--- src/rtl/onchip_mem_arbiter.sv ---
// Two-master round-robin arbiter/sequencer in front of a 1024x32 single-port RAM
// (registered address, unregistered q). Define FIXED_PRIO_EN for fixed m0-wins priority.
`timescale 1ns/1ps

module onchip_mem_arbiter #(
    parameter int ADDR_W  = 10,
    parameter int DATA_W  = 32,
    parameter int BE_W    = 4,
    parameter bit RR_INIT = 1'b0
) (
    input  logic              clk,
    input  logic              reset_n,
    input  logic              freeze_req,
    output logic              idle,

    input  logic [ADDR_W-1:0] m0_address,
    input  logic [BE_W-1:0]   m0_byteenable,
    input  logic              m0_read,
    input  logic              m0_write,
    input  logic [DATA_W-1:0] m0_writedata,
    output logic              m0_waitrequest,
    output logic [DATA_W-1:0] m0_readdata,
    output logic              m0_readdatavalid,

    input  logic [ADDR_W-1:0] m1_address,
    input  logic [BE_W-1:0]   m1_byteenable,
    input  logic              m1_read,
    input  logic              m1_write,
    input  logic [DATA_W-1:0] m1_writedata,
    output logic              m1_waitrequest,
    output logic [DATA_W-1:0] m1_readdata,
    output logic              m1_readdatavalid,

    output logic [ADDR_W-1:0] mem_address,
    output logic [BE_W-1:0]   mem_byteenable,
    output logic              mem_chipselect,
    output logic              mem_write,
    output logic [DATA_W-1:0] mem_writedata,
    input  logic [DATA_W-1:0] mem_readdata,
    output logic              mem_clken
);

    typedef enum logic {
        MASTER_0 = 1'b0,
        MASTER_1 = 1'b1
    } master_e;

    logic              req0;
    logic              req1;
    master_e           sel;
    logic              grant_any;
    logic              sel_write;
    logic [ADDR_W-1:0] sel_address;
    logic [BE_W-1:0]   sel_byteenable;
    logic [DATA_W-1:0] sel_writedata;

    logic              rd_pend;
    master_e           rd_owner;
    logic [ADDR_W-1:0] last_address;
    logic [BE_W-1:0]   last_byteenable;
    logic [DATA_W-1:0] last_writedata;

    // A simultaneous read+write from one master is treated as a write.
    assign req0 = m0_read | m0_write;
    assign req1 = m1_read | m1_write;

`ifdef FIXED_PRIO_EN
    always_comb begin
        sel = req0 ? MASTER_0 : MASTER_1;
    end
`else
    master_e prio;

    // NOTE: every always_comb output gets a default first so no path can infer a latch.
    always_comb begin
        sel = prio;
        if (req0 && !req1) begin
            sel = MASTER_0;
        end else if (req1 && !req0) begin
            sel = MASTER_1;
        end
    end

    // NOTE: state registers use non-blocking assignments so all flops update together at the edge.
    always_ff @(posedge clk or negedge reset_n) begin
        if (!reset_n) begin
            prio <= master_e'(RR_INIT);
        end else if (grant_any) begin
            prio <= (sel == MASTER_0) ? MASTER_1 : MASTER_0;
        end
    end
`endif

    assign grant_any = ~freeze_req & (req0 | req1);

    assign m0_waitrequest = ~(grant_any && sel == MASTER_0);
    assign m1_waitrequest = ~(grant_any && sel == MASTER_1);

    always_comb begin
        sel_write      = m0_write;
        sel_address    = m0_address;
        sel_byteenable = m0_byteenable;
        sel_writedata  = m0_writedata;
        if (sel == MASTER_1) begin
            sel_write      = m1_write;
            sel_address    = m1_address;
            sel_byteenable = m1_byteenable;
            sel_writedata  = m1_writedata;
        end
    end

    // The RAM registers its address itself, so the issued access is driven combinationally
    // in the grant cycle; idle cycles replay the last address/data to keep the pins quiet.
    assign mem_chipselect = grant_any;
    assign mem_write      = grant_any & sel_write;
    assign mem_address    = grant_any ? sel_address    : last_address;
    assign mem_byteenable = grant_any ? sel_byteenable : last_byteenable;
    assign mem_writedata  = grant_any ? sel_writedata  : last_writedata;
    assign mem_clken      = 1'b1;

    // NOTE: pure datapath hold registers carry no reset; chipselect gates them until first use.
    always_ff @(posedge clk) begin
        if (grant_any) begin
            last_address    <= sel_address;
            last_byteenable <= sel_byteenable;
            last_writedata  <= sel_writedata;
        end
    end

    // Read return: q appears the cycle after the RAM samples the address.
    always_ff @(posedge clk or negedge reset_n) begin
        if (!reset_n) begin
            rd_pend  <= 1'b0;
            rd_owner <= MASTER_0;
        end else begin
            rd_pend  <= grant_any & ~sel_write;
            rd_owner <= sel;
        end
    end

    assign m0_readdatavalid = rd_pend && rd_owner == MASTER_0;
    assign m1_readdatavalid = rd_pend && rd_owner == MASTER_1;
    assign m0_readdata      = mem_readdata;
    assign m1_readdata      = mem_readdata;

    assign idle = freeze_req & ~rd_pend;

`ifndef SYNTHESIS
    a_m0_rw_exclusive: assert property (@(posedge clk) disable iff (!reset_n)
        !(m0_read && m0_write));
    a_m1_rw_exclusive: assert property (@(posedge clk) disable iff (!reset_n)
        !(m1_read && m1_write));
`endif

endmodule

--- config.mk ---
export PLATFORM = sky130hd
export DESIGN_NAME = onchip_mem_arbiter
export DESIGN_NICKNAME = d
export VERILOG_FILES = /design/src/rtl/onchip_mem_arbiter.sv
export SDC_FILE = /design/constraint.sdc
export NUM_CORES = 1
export LEC_CHECK = 0
export BUFFER_PORTS_ARGS = -buffer_cell sky130_fd_sc_hd__buf_2
export CAP_MARGIN = 20
export CORE_AREA = 2 2 97 99
export DETAILED_ROUTE_END_ITERATION = 8
export DIE_AREA = 0 0 99 101
export GPL_ROUTABILITY_DRIVEN = 0
export PLACE_DENSITY = 0.66
export SYNTH_ARGS = -nofsm -noshare
export SYNTH_HDL_FRONTEND = slang
export SYNTH_SLANG_ARGS = --single-unit
--- constraint.sdc ---
create_clock -name clk -period 1.9 [get_ports clk]
set_input_delay 0.38 -clock clk [delete_from_list [all_inputs] [get_ports clk]]
set_output_delay 0.38 -clock clk [all_outputs]
set_load 0.02 [all_outputs]
; After elaboration in Yosys (flattened, before gate mapping)
; Cells that the tools add are included.
; W data, S select, Z words.
[word_totals]
wordCells = 38
inputBits = 131
register_bits = 49
output_inout_bits = 118
[classes]
muxes = 10
n_reduce_logical = 8
bitwise = 14
[op_table]
columns = cell, count
row1 = $mux W32, 2
row2 = $mux W10, 2
row3 = $mux W4, 2
row4 = $not A1 Y1, 7
row5 = $logic_and A1 B1 Y1, 6
row6 = $and A1 B1 Y1, 4
row7 = $mux W1, 4
row8 = $or A1 B1 Y1, 3
row9 = $logic_not A1 Y1, 2

; Longest topological paths before layout
[logic_depth]
ltp_word = 8
ltp_mapped = 6
mapped_depth_nobuf = 3

; Worst setup path after synthesis
; No wires, ideal clock.
[synth_path]
path_type = in2out
startpoint = input m1_write
endpoint = output mem_writedata[10]
arrival_ps = 1396
path_stages = 5
required_ps = 1520
setup_slack_ps = 124
n_path_buf = 2
cell_sequence = or2_1 -> o211a_1 -> buf_6 -> buf_6 -> a221o_1
[synth_between]
elab_chain_cells = 6
elab_cells_between_ends = 10
cone_classes = 4 x mux / 3 x bitwise / 3 x reduce/logical
[synth_rtl]
columns = element, line
row1 = from (decl), 28  ; input logic m1_write,
row2 = $or A1 B1 Y1 (*), 65  ; assign req1 = m1_read | m1_write;
row3 = $logic_and A1 B1 Y1 or $logic_not A1 Y1 (tied branches), "79, 77"
row4 = $mux W1 or $logic_and A1 B1 Y1 (tied branches), "79, 77"
row5 = $mux W1, 77  ; if (req0 && !req1) begin
row6 = $mux W32, 104  ; if (sel == MASTER_1) begin
row7 = $mux W32 (*), n/a
row8 = to (decl), 38  ; output logic [DATA_W-1:0] mem_writedata,
; Mark *: on every way between the ends. The rest lies on a longest branch, timed or not.

; Worst setup path in the final report
[layout_path]
startpoint = register prio
endpoint = output mem_writedata[29]
[layout_between]
elab_chain_cells = 4
[layout_rtl]
columns = element, line
row1 = from (decl), 72  ; master_e prio;
row2 = from (signal assigned), 87  ; prio <= master_e'(RR_INIT);
row3 = from (signal assigned), 89  ; prio <= (sel == MASTER_0) ? MASTER_1 : MASTER_0;
row4 = $mux W1, 79  ; end else if (req1 && !req0) begin
row5 = $mux W1, 77
row6 = $mux W32, 104
row7 = $mux W32, n/a
; Every way passes these cells.

==> impl_results.md <==
* P_int at 2.08 mW
* WS Path Type: reg -> out
* Post-synth EDFFs at 0
* Via count at 2,252
* Area Overhead vs Synth at 30.5%
* Initial Util at 0.287
* Combinational power share at 0.387
* Count of final setup violators at 48
* Seq pwr share at 0.408
* Reg2reg start: prio
* DRC errors left at 0
* Die height at 101 um
* Hold crit path type: in -> reg
* Mapped Avg Cell Area at 10.2 um2
* CTS max path bufs at 2
* Area contributors post-synth: dfxtp_1 36%, buf_4 19%, a221o_1 18%
* Total gr overflow at 0
* Vias in the first global route at 2,293
* Detailed Routing Iterations Pass 1 at 4
* Die ar. at 10000 um2
* Post-detailed-route via-to-cell ratio at 4.92
* Minimum clock period at 2.10 ns
* Ys flop type: dfxtp_1
* H-Tree Depth at 2
* First-pass GRT wire length at 11,400 um
* Critical Path Start Type: register
* Max cap viols at 0
* Tcrit/Tclk final at 1.10
* Post-Route WL at 7870 um
* Design area at 3370 um2
* PortBufs at 151
* Mapped Cells at 254
* DR iter-0 viols at 45
* Critical Path Fanout Max at 8
* Arr. time, crit path at 1.72 ns
* Largest net degree at the start of global routing at 34
* Setup TNS at -7.91 ns
* Final ANT Viol Nets at 0
* Critical Path Max Stage Delay at 0.45 ns
* TritonCTS clock tree: yes
* Hold Fails Final Rpt at 0
* Top cells by count, synth: 67 x buf_4, 46 x a221o_1, 46 x dfxtp_1, 46 x nor3b_1, 9 x buf_2
* Slack of the worst reg-to-reg path at 0.40 ns
* Dpl cell area at 3020 um2
* Worst EP required at 1.52 ns
* Leak at 1.56 nW
* Global Route Usage Sum at 0.147
* Worst setup endpoint: mem_writedata[29]
* Leading area contributor after synthesis: dfxtp_1
* Sw Ratio at 0.337
* Share of the core filled with cells at 0.375
* Layout cells sized above 1 at 0.571
* CTS Sinks at 49
* VDD IR max at 0.318 mV
* Reg-to-reg critical path endpoint: last_address[1]
* Worst reg2reg path depth at 4
* Clk_lat worst skew at 0.30 ns
* Worst setup margin at -0.197 ns
* Final HPWL DP at 5580 um
* Worst-path cell chain: o211a_4 > clkbuf_16 > a221o_1 > buf_2
* Clock share of power at 0.205
* #FFs+latches synth at 49
* CP Capture Type: primary output
* CTS root buf: clkbuf_8
* Pwr dens at 933 nW/um2
* Worst path slowest cell: dfrtp_2
* FMAX at 477 MHz
* Chip width at 99 um
* Cell variety after synth at 25
* Ys Warns at 0
* Final slew viol count at 0
* Asr flop ratio synth at 0.0612
* Post-synth top area share at 0.357
* Clock Skews at 0.00848 ns
* Row count at 35
* IO Pins at 249
* Outcome: finished with violations
* Clock transition at path regs at 0.09 ns
* Seq/Total Area, Yosys at 0.386
* Core Region at 8980 um2
* RSZ-0062 raised after global routing: yes
* Synthesized Nets at 385
* Final #Nets at 477
* Total CTS buffers at 5
* Failing checks: negative setup slack
* Initial antenna violation count at 0
* Diodes inserted at 0
* Most frequent cell after synthesis: buf_4
* Routed len/inst at 17.2 um
* Synth Cell Area at 2580 um2
* Psw at 1.06 mW
* CP startpoint: prio
[timing repair]
action,4_1_cts,5_1_grt
hold buffers,1,0
buffers inserted,5,2
pin swaps,5,2
setup endpoints to repair,47,49
gates cloned,1,1
resized for setup,19,21
endpoints found under the hold margin,3,0
[state kept, by name, indices dropped and copies added, names as in the netlist]
| signal | flops |
|---|---|
| last_writedata | 32 |
| last_address | 10 |
| last_byteenable | 4 |
| prio | 1 |
| rd_owner | 1 |
| rd_pend | 1 |
[through the flow]
step | hold WS (ns) | setup slack (ns) | cells | total power [mW]
final | 0.311 | -0.197 | 458 | 3.14
after global routing | 0.309 | -0.251 | 458 | 3.33
after CTS | 0.296 | -0.187 | 457 | 3.13
after detailed placement | 0.179 | -0.121 | 442 | 2.38
after global placement | 0.178 | -0.0982 | 442 | 2.36
after floorplan | 0.0844 | 0.124 | 254 | 2.17
[worst min path at each step]
stage | from | end | slack (ns) | depth (start not counted)
3_3_place_gp | reset_n | rd_pend | 0.18 | 1
5_1_grt | freeze_req | rd_pend | 0.31 | 2
2_1_floorplan | reset_n | prio | 0.08 | 0
3_5_place_dp | reset_n | rd_owner | 0.18 | 1
6_report | freeze_req | rd_pend | 0.31 | 2
4_1_cts | freeze_req | rd_pend | 0.30 | 2
[final cells by class]
cell class | count | area [um2]
Inverter | 6 | 22.5
Sequential cell | 49 | 997
Fill cell | 915 | 5610
Multi-Input combinational cell | 113 | 1050
Timing Repair Buffer | 171 | 1070
Tap cell | 111 | 139
Clock buffer | 8 | 90.1
[logic make-up after synthesis]
family,count (synthesis),share of synthesized area
flip-flops,49,0.386
other,1,0.00145
buffers and inverters,92,0.250
AND/OR/NAND/NOR,54,0.150
adder cells (fa/ha/maj),1,0.00388
AO/OA/AOI/OAI,57,0.208
[power groups by stage]
stage | Combinational (mW) | Clock, mW | Sequential (mW)
2_1_floorplan | 0.892 | 0 | 1.28
3_3_place_gp | 1.06 | 0 | 1.30
3_5_place_dp | 1.08 | 0 | 1.30
4_1_cts | 1.17 | 0.684 | 1.28
5_1_grt | 1.31 | 0.714 | 1.30
6_report | 1.22 | 0.645 | 1.28
[placed cells by master, fill, tap and decap left out, types with 2 or more instances in the layout]
master,instances
o211ai_1,2
buf_12,5
nor3b_1,32
nor2_1,2
inv_1,6
o21ai_0,2
buf_4,10
dfxtp_1,46
dfrtp_1,2
nor3b_2,14
clkbuf_8,6
a221o_1,46
buf_2,143
clkbuf_1,2
buf_6,9
[critical path, delay by kind of cell (launching register included)]
family          cells  cell delay (ns)
compound gates      2             0.62
buf+inv             2             0.35
flops               1             0.45
[routing by layer]
metal  GRT usage  vias up  routed length, um
met5           0        -                  0
met4      0.0759        0                199
met3      0.0437       22                692
met2       0.272      128               4090
met1       0.149     1042               2890
li1            -     1060                  -
(Power assumes the default switching activity.)
